File: src/rtl/store_pkg.sv
// Shared definitions for the coordinate store and its sequencer:
// store geometry and the sequencer state encoding.
package store_pkg;

  localparam int NPTS = 6;   // points per frame and store depth
  localparam int AW   = 3;   // store address width
  localparam int DW   = 11;  // coordinate width

  typedef enum logic [1:0] {
    IDLE = 2'd0,
    LOAD = 2'd1,
    SCAN = 2'd2,
    DONE = 2'd3
  } state_e;

endpackage

File: src/rtl/point_seq_ctrl_if.sv
// Bus bundle around the sequencer: upstream point stream, store write/read
// ports and the downstream edge handshake. master = sequencer side,
// slave = surrounding system (point source, store, edge consumer).
interface point_seq_ctrl_if #(
  parameter int AW = 3,
  parameter int DW = 11
);

  logic          in_valid;
  logic          in_ready;
  logic [DW-1:0] in_x;
  logic [DW-1:0] in_y;

  logic          st_we;
  logic [AW-1:0] st_addr0;
  logic [AW-1:0] st_addr1;
  logic [DW-1:0] st_datax;
  logic [DW-1:0] st_datay;

  logic          edge_valid;
  logic          edge_ready;
  logic          edge_last;

  modport master (
    input  in_valid, in_x, in_y, edge_ready,
    output in_ready, st_we, st_addr0, st_addr1, st_datax, st_datay,
           edge_valid, edge_last
  );

  modport slave (
    output in_valid, in_x, in_y, edge_ready,
    input  in_ready, st_we, st_addr0, st_addr1, st_datax, st_datay,
           edge_valid, edge_last
  );

endinterface

File: src/rtl/point_seq_ctrl_wrap_counter.sv
// Up-counter that wraps explicitly from LIMIT back to 0 (not modulo 2^W).
// clr has priority over en.
module wrap_counter #(
  parameter int W     = 3,
  parameter int LIMIT = 5
) (
  input  logic         clk,
  input  logic         rst,
  input  logic         en_i,
  input  logic         clr_i,
  output logic [W-1:0] cnt_o,
  output logic         at_max_o
);

  logic [W-1:0] cnt_q;
  logic [W-1:0] cnt_d;

  assign at_max_o = (cnt_q == W'(LIMIT));
  assign cnt_o    = cnt_q;

  // next count: clear, hold, increment or wrap at LIMIT
  always_comb begin
    cnt_d = cnt_q;
    if (clr_i) begin
      cnt_d = '0;
    end else if (en_i) begin
      cnt_d = at_max_o ? '0 : cnt_q + 1'b1;
    end
  end

  // count register
  always_ff @(posedge clk or posedge rst) begin
    if (rst) cnt_q <= '0;
    else     cnt_q <= cnt_d;
  end

endmodule

File: src/rtl/point_seq_ctrl.sv
// Frame sequencer for the x/y coordinate store: loads NPTS points from the
// upstream stream into the store, then walks every cyclic edge (i, i+1 mod
// NPTS) on the two read ports towards the edge-processing stage.
module point_seq_ctrl
  import store_pkg::*;
#(
  parameter int NPTS = store_pkg::NPTS,
  parameter int AW   = store_pkg::AW,
  parameter int DW   = store_pkg::DW
) (
  input  logic             clk,
  input  logic             rst,
  input  logic             start,
  input  logic             abort,
  point_seq_ctrl_if.master bus,
  output logic             busy,
  output logic             done
);

  state_e        state_q;
  state_e        state_d;

  logic [AW-1:0] wr_cnt;
  logic [AW-1:0] rd_cnt;
  logic          wr_at_max;
  logic          rd_at_max;
  logic          wr_en;
  logic          rd_en;
  logic          wr_clr;
  logic          rd_clr;
  logic          in_hs;
  logic          edge_hs;

  // Write pointer restarts from 0 whenever the sequencer idles, read pointer
  // while loading, so each phase always begins at address 0.
  assign wr_clr = (state_q == IDLE);
  assign rd_clr = (state_q == LOAD);

  wrap_counter #(.W(AW), .LIMIT(NPTS-1)) u_wr_cnt (
    .clk      (clk),
    .rst      (rst),
    .en_i     (wr_en),
    .clr_i    (wr_clr),
    .cnt_o    (wr_cnt),
    .at_max_o (wr_at_max)
  );

  wrap_counter #(.W(AW), .LIMIT(NPTS-1)) u_rd_cnt (
    .clk      (clk),
    .rst      (rst),
    .en_i     (rd_en),
    .clr_i    (rd_clr),
    .cnt_o    (rd_cnt),
    .at_max_o (rd_at_max)
  );

  // state register
  always_ff @(posedge clk or posedge rst) begin
    if (rst) state_q <= IDLE;
    else     state_q <= state_d;
  end

  // next state and all outputs; abort masks every handshake in its cycle
  always_comb begin
    state_d        = state_q;
    bus.in_ready   = 1'b0;
    bus.st_we      = 1'b0;
    bus.st_addr0   = '0;
    bus.st_addr1   = '0;
    bus.st_datax   = {DW{1'b0}};
    bus.st_datay   = {DW{1'b0}};
    bus.edge_valid = 1'b0;
    bus.edge_last  = 1'b0;
    wr_en          = 1'b0;
    rd_en          = 1'b0;
    in_hs          = 1'b0;
    edge_hs        = 1'b0;
    busy           = (state_q != IDLE);
    done           = (state_q == DONE);

    unique case (state_q)
      IDLE: begin
        if (start && !abort) state_d = LOAD;
      end

      LOAD: begin
        in_hs        = bus.in_valid && !abort;
        bus.in_ready = !abort;
        bus.st_we    = in_hs;
        bus.st_addr0 = wr_cnt;
        bus.st_datax = bus.in_x;
        bus.st_datay = bus.in_y;
        wr_en        = in_hs;
        if (abort)                   state_d = IDLE;
        else if (in_hs && wr_at_max) state_d = SCAN;
      end

      SCAN: begin
        edge_hs        = !abort && bus.edge_ready;
        bus.edge_valid = !abort;
        bus.st_addr0   = rd_cnt;
        bus.st_addr1   = rd_at_max ? '0 : rd_cnt + 1'b1;
        bus.edge_last  = rd_at_max;
        rd_en          = edge_hs;
        if (abort)                     state_d = IDLE;
        else if (edge_hs && rd_at_max) state_d = DONE;
      end

      DONE: begin
        state_d = IDLE;
      end

      default: begin
        state_d = IDLE;
      end
    endcase
  end

endmodule

File: src/flat_wrapper.sv
// flat-port wrapper written by rule: the top's interface ports become plain ports
module point_seq_ctrl_flat import store_pkg::*;
#(
  parameter int NPTS = store_pkg::NPTS,
  parameter int AW   = store_pkg::AW,
  parameter int DW   = store_pkg::DW
)
  (clk, rst, start, abort, busy, done, bus_in_valid, bus_in_x, bus_in_y, bus_edge_ready, bus_in_ready, bus_st_we, bus_st_addr0, bus_st_addr1, bus_st_datax, bus_st_datay, bus_edge_valid, bus_edge_last);
  point_seq_ctrl_if #(.AW(AW), .DW(DW)) bus_i ();
  input  logic clk;
  input  logic rst;
  input  logic start;
  input  logic abort;
  output logic busy;
  output logic done;
  input wire logic [$bits(bus_i.in_valid)-1:0] bus_in_valid;
  input wire logic [$bits(bus_i.in_x)-1:0] bus_in_x;
  input wire logic [$bits(bus_i.in_y)-1:0] bus_in_y;
  input wire logic [$bits(bus_i.edge_ready)-1:0] bus_edge_ready;
  output wire logic [$bits(bus_i.in_ready)-1:0] bus_in_ready;
  output wire logic [$bits(bus_i.st_we)-1:0] bus_st_we;
  output wire logic [$bits(bus_i.st_addr0)-1:0] bus_st_addr0;
  output wire logic [$bits(bus_i.st_addr1)-1:0] bus_st_addr1;
  output wire logic [$bits(bus_i.st_datax)-1:0] bus_st_datax;
  output wire logic [$bits(bus_i.st_datay)-1:0] bus_st_datay;
  output wire logic [$bits(bus_i.edge_valid)-1:0] bus_edge_valid;
  output wire logic [$bits(bus_i.edge_last)-1:0] bus_edge_last;
  assign bus_i.in_valid = bus_in_valid;
  assign bus_i.in_x = bus_in_x;
  assign bus_i.in_y = bus_in_y;
  assign bus_i.edge_ready = bus_edge_ready;
  assign bus_in_ready = bus_i.in_ready;
  assign bus_st_we = bus_i.st_we;
  assign bus_st_addr0 = bus_i.st_addr0;
  assign bus_st_addr1 = bus_i.st_addr1;
  assign bus_st_datax = bus_i.st_datax;
  assign bus_st_datay = bus_i.st_datay;
  assign bus_edge_valid = bus_i.edge_valid;
  assign bus_edge_last = bus_i.edge_last;
  point_seq_ctrl #(.NPTS(NPTS), .AW(AW), .DW(DW)) u_core (.clk(clk), .rst(rst), .start(start), .abort(abort), .bus(bus_i), .busy(busy), .done(done));
endmodule
File: config.mk
export PLATFORM = sky130hd
export DESIGN_NAME = point_seq_ctrl_flat
export DESIGN_NICKNAME = d
export VERILOG_FILES = /design/src/rtl/store_pkg.sv /design/src/rtl/point_seq_ctrl_if.sv /design/src/rtl/point_seq_ctrl_wrap_counter.sv /design/src/rtl/point_seq_ctrl.sv /design/src/flat_wrapper.sv
export SDC_FILE = /design/constraint.sdc
export NUM_CORES = 1
export LEC_CHECK = 0
export ABC_AREA = 1
export CAP_MARGIN = 25
export CORE_MARGIN = 5
export CORE_UTILIZATION = 36
export CTS_BUF_LIST = sky130_fd_sc_hd__clkbuf_8
export DETAILED_ROUTE_END_ITERATION = 10
export PLACE_DENSITY_LB_ADDON = 0.3
export SLEW_MARGIN = 20
export SYNTH_ARGS = -nofsm -noshare
export SYNTH_HDL_FRONTEND = slang
export SYNTH_SLANG_ARGS = --single-unit
File: constraint.sdc
create_clock -name clk -period 4 [get_ports clk]
set_input_delay 1.2 -clock clk [delete_from_list [all_inputs] [get_ports clk]]
set_output_delay 1.2 -clock clk [all_outputs]
set_load 0.02 [all_outputs]
== Word level (Yosys, flattened, before mapping) ==
Cells that the tools add are included.

* Flip-flop bits (word level): 8
* Input bits: 28
* Output and inout bits: 34

* Add/subtract/negate cells: 2
* Eq/ne operators: 8
* Muxes and demuxes: 21
* Reductions and logical operators: 11

{| class="wikitable"
|+ Operators by type and width
! kind !! number
|-
| two-way mux 11 bit || 2
|-
| two-way mux 3 bit || 7
|-
| two-way mux 2 bit || 5
|-
| case mux 2 bit (4 select lines) || 1
|-
| adder 3 x 1 -> 3 bit, second input constant || 2
|-
| equality test 3 bit, second input constant || 2
|-
| case mux 3 bit (2 select lines) || 1
|-
| nonzero test 2 bit || 3
|-
| logical AND 1 bit || 5
|-
| two-way mux 1 bit || 5
|-
| equality test 2 bit, second input constant || 2
|-
| inequality test 3 x 2 -> 1 bit, second input constant || 1
|-
| inequality test 3 bit, second input constant || 1
|-
| AND reduction 3 bit || 1
|-
| equality test 2 x 1 -> 1 bit, second input constant || 1
|-
| logical NOT 2 bit || 1
|-
| inequality test 2 x 1 -> 1 bit, second input constant || 1
|-
| logical NOT 1 bit || 1
|}

== Longest topological paths before layout ==
Gate-level depths: netlist (run 1).

* Depth after elaboration: 6
* Gate-level depth with buffers: 8
* Mapped depth without buffers: 8

== Modules after synthesis ==
From an unflattened synthesis (run 1), not the netlist that was laid out.

* Cell total of the unflattened synthesis: 159
* Area total of the unflattened synthesis: 860.8 um2

{| class="wikitable"
|+ By module, submodules not included
! module !! cells an instance !! instances !! area each (um2)
|-
| point_seq_ctrl || 107 || 1 || 530.5
|-
| wrap_counter || 26 || 2 || 165.2
|}

== Least setup slack after synthesis (run 1) ==
No wires, ideal clock.

* Path type: input-to-output
* From: input abort
* To: output bus_st_we
* Stages: 3
* Slack: 1.303 ns
* Data required time: 2.800 ns
* Path buffers: 0
* Arrival time: 1.497 ns
* Cell sequence: inv_2 nand3_2 inv_1

* Longest elaborated chain between the ends: 3

{| class="wikitable"
|+ RTL lines
! what !! line !! RTL
|-
| start: declaration || flat_wrapper.sv:13 || <nowiki>input logic abort;</nowiki>
|-
| logical NOT 1 bit || point_seq_ctrl.sv:87 || <nowiki>in_hs = bus.in_valid && !abort;</nowiki>
|-
| logical AND 1 bit || point_seq_ctrl.sv:87 ||
|-
| two-way mux 1 bit || point_seq_ctrl.sv:81 || <nowiki>unique case (state_q)</nowiki>
|-
| end: declaration || flat_wrapper.sv:21 || <nowiki>output wire logic [$bits(bus_i.st_we)-1:0] bus_st_we;</nowiki>
|}

No other way between the ends.

== Worst setup path after layout (run 1) ==
Ends and elaborated chain as after synthesis.

==> flow_summary.ini, run 1 <==
[routing]
drt-wirelength-per-cell_um = 12.07
vias = 1025
viasPerCell = 4.638
dr.first_iter.drc_count = 23
firstDrtPassIters = 4
postRouteAntennaNets = 0
routed_wl_um = 2668
drc = 0

[critical_path]
cp_cell_sequence = clkdlybuf4s50_1 -> inv_2 -> nand3_2 -> inv_1 -> clkdlybuf4s50_1
critPathSlowestCell = clkdlybuf4s50_1
start_kind = input pin
critPathBufInv = 4
rr_endpoint = u_core.state_q[0]
worstPathMaxFanout = 4
regToRegSetupSlack_ns = 2.60
path_class = in2out
endpoint_kind = output pin
critPathRequiredTime_ns = 2.80
path_common_cell = clkdlybuf4s50_1
cpPeakStageDelay_ns = 0.61
crit_arrival_ns = 2.60
reg2reg_depth = 7
reg2reg_from = u_core.state_q[0]
cp_top_family = buffers and inverters

[yosys]
yosysWarnings = 0
syn_area_um2 = 785.8
ys_types = 21
synth_top_flop_cell = dfrtp_1
syn_inst = 132
synth.area.top_cells = dfrtp_1, nand2_1, inv_1, ha_1, nand3_2
synthMostInstantiatedCell = nand2_1
syn_avg_cell_area_um2 = 5.953
ys_seq_elements = 8
synth_nets = 165
synth_top_area_share_pct = 25.48
synthArstFlopShare_pct = 100.0
synth_common_cells = nand2_1, inv_1, dfrtp_1
synth-seq-area-share_pct = 25.48
synth-edff-count = 0
yosys.area.top_type = dfrtp_1

[die]
die_h_um = 56.72
pin_count = 62
num_rows = 17
dieWidth_um = 56.72
fp.coreArea_um2 = 2148
die_area_um2 = 3217
start_util_pct = 36.58

[cts]
cts-buffers-inserted = 3
cts.hold.buffers_added = 0
cts_buffer_depth = 2
clkTransAtPathRegs_ns = 0.04
clockRootBuffer = clkbuf_8
h-tree-depth = 1
cts_tree = yes
cts_setup_buffers = 0
clk_latency_ns = 0.23
cts-resized-gates = 0
cts.sinks = 8

[place]
placed_area_um2 = 1416
dp_cells = 218
port_buffers = 61
hpwl_um = 2245
routabilityCongestion = 0.8600

[hold_path]
hold_depth = 1
hold_path_end = u_core.u_wr_cnt.cnt_o[1]
min-delay-start = u_core.u_wr_cnt.cnt_o[1]
hold_path.class = reg2reg

[sta]
worstMarginPinSlew_ns = 0.3307
drv_slew = 0
finalCritPeriodShare_pct = 94.99
min_period_ns = 3.799
hold_viol = 0
setup_viol = 0
rsz0062_at_grt = no
skew_ns = 0.0007272
max_clock_freq_ghz = 0.2632
max-slew-margin-rel_pct = 77.93
setup_tns_ns = 0

[layout]
antenna_cells = 0
nNetsFinal = 228
area_delta_synth_final_pct = 85.51
drive_gt1_share_pct = 5.699
n_fill_cell = 196
stdcell_area_um2 = 1458
layout.cells.non_filler = 221

[status]
status = finished, final reports clean

[power]
p_total_mw = 0.7834
total_leakage_power_nw = 0.7812
p_per_area_nw_per_um2 = 537.5
irDropWorstVdd_v = 0.0004819

[global_route]
grt_pass1_vias = 920
grt_usage_pct = 16.01
grt_start_max_net_pins = 26
antenna_found_initial = 0
grt_first_pass_wirelength_um = 4084
overflow = 0

[run]
drv_cap = 0
placed cells by master, fill, tap and decap left out:
master,n
a21oi_1,4
buf_4,1
clkbuf_8,3
clkdlybuf4s50_1,61
dfrtp_1,8
ha_1,5
inv_1,37
inv_2,2
mux2i_1,1
nand2_1,45
nand2_2,1
nand3_1,3
nand3_2,3
nand4_1,4
nor2_1,6
nor2_4,1
nor3_1,1
o21ai_0,2
o21ai_1,2
o21bai_1,1
o22ai_1,2
layer usage:
layer	GRT usage, %	up-vias	part of all wire (%)
met5	0	-	0
met4	5.085	0	1.7
met3	2.989	6	7.5
met2	28.22	60	45
met1	19.31	453	46
li1	-	506	-
worst max-delay path by stage:
stage          start        end  slack (ns)  cells past startpoint
6_report       abort  bus_st_we        0.20                      5
5_1_grt        abort  bus_st_we        0.12                      5
4_1_cts        abort  bus_st_we        0.19                      5
3_5_place_dp   abort  bus_st_we        0.19                      5
3_3_place_gp   abort  bus_st_we        0.22                      5
2_1_floorplan  abort  bus_st_we        1.30                      3
final cells by class:
class	count	area [um2]	share of cell area, %
clock buffer	3	41.29	2.833
sequential	8	200.2	13.73
inverter	39	146.4	10.04
tap	28	35.03	2.403
multi-input combinational	81	416.7	28.58
timing repair buffer	62	618.1	42.40
power breakdown:
group	total, mW	internal (mW)	switching [mW]
sequential	0.114	0.0954	0.0187
combinational	0.573	0.248	0.325
clock	0.0964	0.0651	0.0313
registers in the layout, indices dropped and copies added (netlist names):
signal / cells
u_core.u_wr_cnt.cnt_o: 3
u_core.u_rd_cnt.cnt_o: 3
u_core.state_q: 2
cells by family (layout without fill, tap and decap cells):
| logic type | count (synthesis) | count (layout) | share of synthesized area [%] |
|---|---|---|---|
| simple gates | 64 | 64 | 36.14 |
| buf+inv | 43 | 104 | 21.50 |
| fa+ha+maj | 5 | 5 | 7.962 |
| compound gates | 11 | 11 | 7.644 |
| flops | 8 | 8 | 25.48 |
| mux | 1 | 1 | 1.274 |
per-stage QoR:
| step | hold slack [ns] | setup WS (ns) | util [%] |
|---|---|---|---|
| detailed placement | 0.5412 | 0.1933 | 65.93 |
| global route | 0.5701 | 0.1192 | 67.85 |
| floorplan | 0.4928 | 1.303 | - |
| finish | 0.5395 | 0.2005 | 67.85 |
| CTS | 0.5466 | 0.1935 | 67.85 |
| global placement | 0.5197 | 0.2161 | 65.93 |
Power figures use the tool's default switching activity.
==> inputs of run 2 (changes only) <==
--- a/config.mk
+++ b/config.mk
@@ -7,7 +7,7 @@
 export LEC_CHECK = 0
 export ABC_AREA = 1
 export CAP_MARGIN = 25
-export CORE_MARGIN = 5
+export CORE_MARGIN = 1.5
 export CORE_UTILIZATION = 36
 export CTS_BUF_LIST = sky130_fd_sc_hd__clkbuf_8
 export DETAILED_ROUTE_END_ITERATION = 10
==> flow_summary.ini, run 2 (synthesized netlist as in run 1, its figures left out) <==
[cts]
clkTransAtPathRegs_ns = 0.04
clockRootBuffer = clkbuf_8
cts-buffers-inserted = 3
cts-resized-gates = 0
cts_setup_buffers = 0
cts.hold.buffers_added = 0
h-tree-depth = 1
cts_buffer_depth = 2
cts.sinks = 8
clk_latency_ns = 0.23
cts_tree = yes

[sta]
min_period_ns = 3.849
holdWs_ns = 0.5412
setup_tns_ns = 0
max-slew-margin-rel_pct = 63.47
layout_setup_ws_ns = 0.1509
rsz0062_at_grt = no
drv_slew = 0
finalCritPeriodShare_pct = 96.23
worstMarginPinSlew_ns = 0.5480
hold_viol = 0
max_clock_freq_ghz = 0.2598
setup_viol = 0
skew_ns = 0.004014

[place]
hpwl_um = 1961
dp_cells = 217
place_ws_ns = 0.1661
routabilityCongestion = 0.7427
placed_area_um2 = 1415
port_buffers = 61

[global_route]
grt_usage_pct = 20.41
grt_start_max_net_pins = 17
antenna_found_initial = 0
overflow = 0
grt_pass1_vias = 945
grt_first_pass_wirelength_um = 3995

[critical_path]
path_common_cell = clkdlybuf4s50_1
critPathRequiredTime_ns = 2.80
cp_top_family = buffers and inverters
worstPathMaxFanout = 4
cp.depth = 5
cp_cell_sequence = clkdlybuf4s50_1 -> inv_2 -> nand3_2 -> inv_1 -> clkdlybuf4s50_1
critPathSlowestCell = clkdlybuf4s50_1
start_kind = input pin
cpPeakStageDelay_ns = 0.61
path_class = in2out
endpoint_kind = output pin
critPathBufInv = 4
crit_arrival_ns = 2.65
reg2reg_depth = 5

[routing]
postRouteAntennaNets = 0
drt-wirelength-per-cell_um = 10.87
firstDrtPassIters = 4
dr.first_iter.drc_count = 15
drc = 0
routed_wl_um = 2391
viasPerCell = 4.582
vias = 1008

[die]
num_rows = 16
start_util_pct = 39.25
pin_count = 62
dieWidth_um = 49.72
die_h_um = 49.72
fp.coreArea_um2 = 2002
die_area_um2 = 2472

[layout]
stdcell_area_um2 = 1456
antenna_cells = 0
drive_gt1_share_pct = 5.699
area_delta_synth_final_pct = 85.35
mostFrequentLayoutCell = clkdlybuf4s50_1
final_util_pct = 72.75
most-common-layout-cells = clkdlybuf4s50_1, nand2_1, inv_1, dfrtp_1, nor2_1
layout.cells.non_filler = 220
nNetsFinal = 228

[power]
power.share.switching_pct = 47.78
p_per_area_nw_per_um2 = 538.5
p_total_mw = 0.7843
switching_power_mw = 0.3748
p_clk_share_pct = 12.7
total_leakage_power_nw = 0.7812
pwr-share-seq_pct = 14.5
intPower_mw = 0.4095
pwr-share-comb_pct = 72.9
irDropWorstVdd_v = 0.0003508

[hold_path]
hold_path.class = reg2reg
hold_depth = 1

[run]
drv_cap = 0

[status]
status = finished, final reports clean
==> run 2: cell counts in the layout (fill, tap and decap cells not counted) <==
Identical to the previous run, type by type.
==> run 2: worst paths after layout <==
kind | start | end | slack [ns]
worst max-delay path | abort | bus_st_we | 0.15
worst min-delay path | u_core.u_wr_cnt.cnt_o[1] | u_core.u_wr_cnt.cnt_o[1] | 0.54
worst max register to register | u_core.state_q[1] | u_core.u_wr_cnt.cnt_o[1] | 2.33
worst min register to register | u_core.u_wr_cnt.cnt_o[1] | u_core.u_wr_cnt.cnt_o[1] | 0.54
max in group asynchronous | rst | u_core.state_q[1] | 2.53
min in group asynchronous | rst | u_core.u_rd_cnt.cnt_o[1] | 1.23
==> run 2: power groups by stage <==
stage	Clock [mW]	Sequential, mW	Combinational [mW]
4_1_cts	0.0993	0.113	0.574
5_1_grt	0.102	0.116	0.632
3_3_place_gp	0	0.113	0.558
3_5_place_dp	0	0.114	0.572
2_1_floorplan	0	0.107	0.340
6_report	0.0994	0.113	0.572
==> run 2: layout make-up <==
| class | instances | area [um2] |
|---|---|---|
| Sequential cell | 8 | 200.2 |
| Fill cell | 173 | 545.5 |
| Multi-Input combinational cell | 81 | 416.7 |
| Timing Repair Buffer | 62 | 618.1 |
| Clock buffer | 3 | 41.29 |
| Tap cell | 27 | 33.78 |
| Inverter | 39 | 146.4 |
==> run 2: metal layers <==
layer / track usage (%) / wire length, um
met1: 23.21 / 951
met2: 36.00 / 1133
met3: 5.455 / 270
met4: 7.870 / 36
met5: 0 / 0
==> inputs of run 3 (changes only) <==
--- a/config.mk
+++ b/config.mk
@@ -12,6 +12,7 @@
 export CTS_BUF_LIST = sky130_fd_sc_hd__clkbuf_8
 export DETAILED_ROUTE_END_ITERATION = 10
 export PLACE_DENSITY_LB_ADDON = 0.3
+export SKIP_CTS_REPAIR_TIMING = 1
 export SLEW_MARGIN = 20
 export SYNTH_ARGS = -nofsm -noshare
 export SYNTH_HDL_FRONTEND = slang
==> results of run 3 <==
Final layout, timing and power as in run 2 (identical DEF).
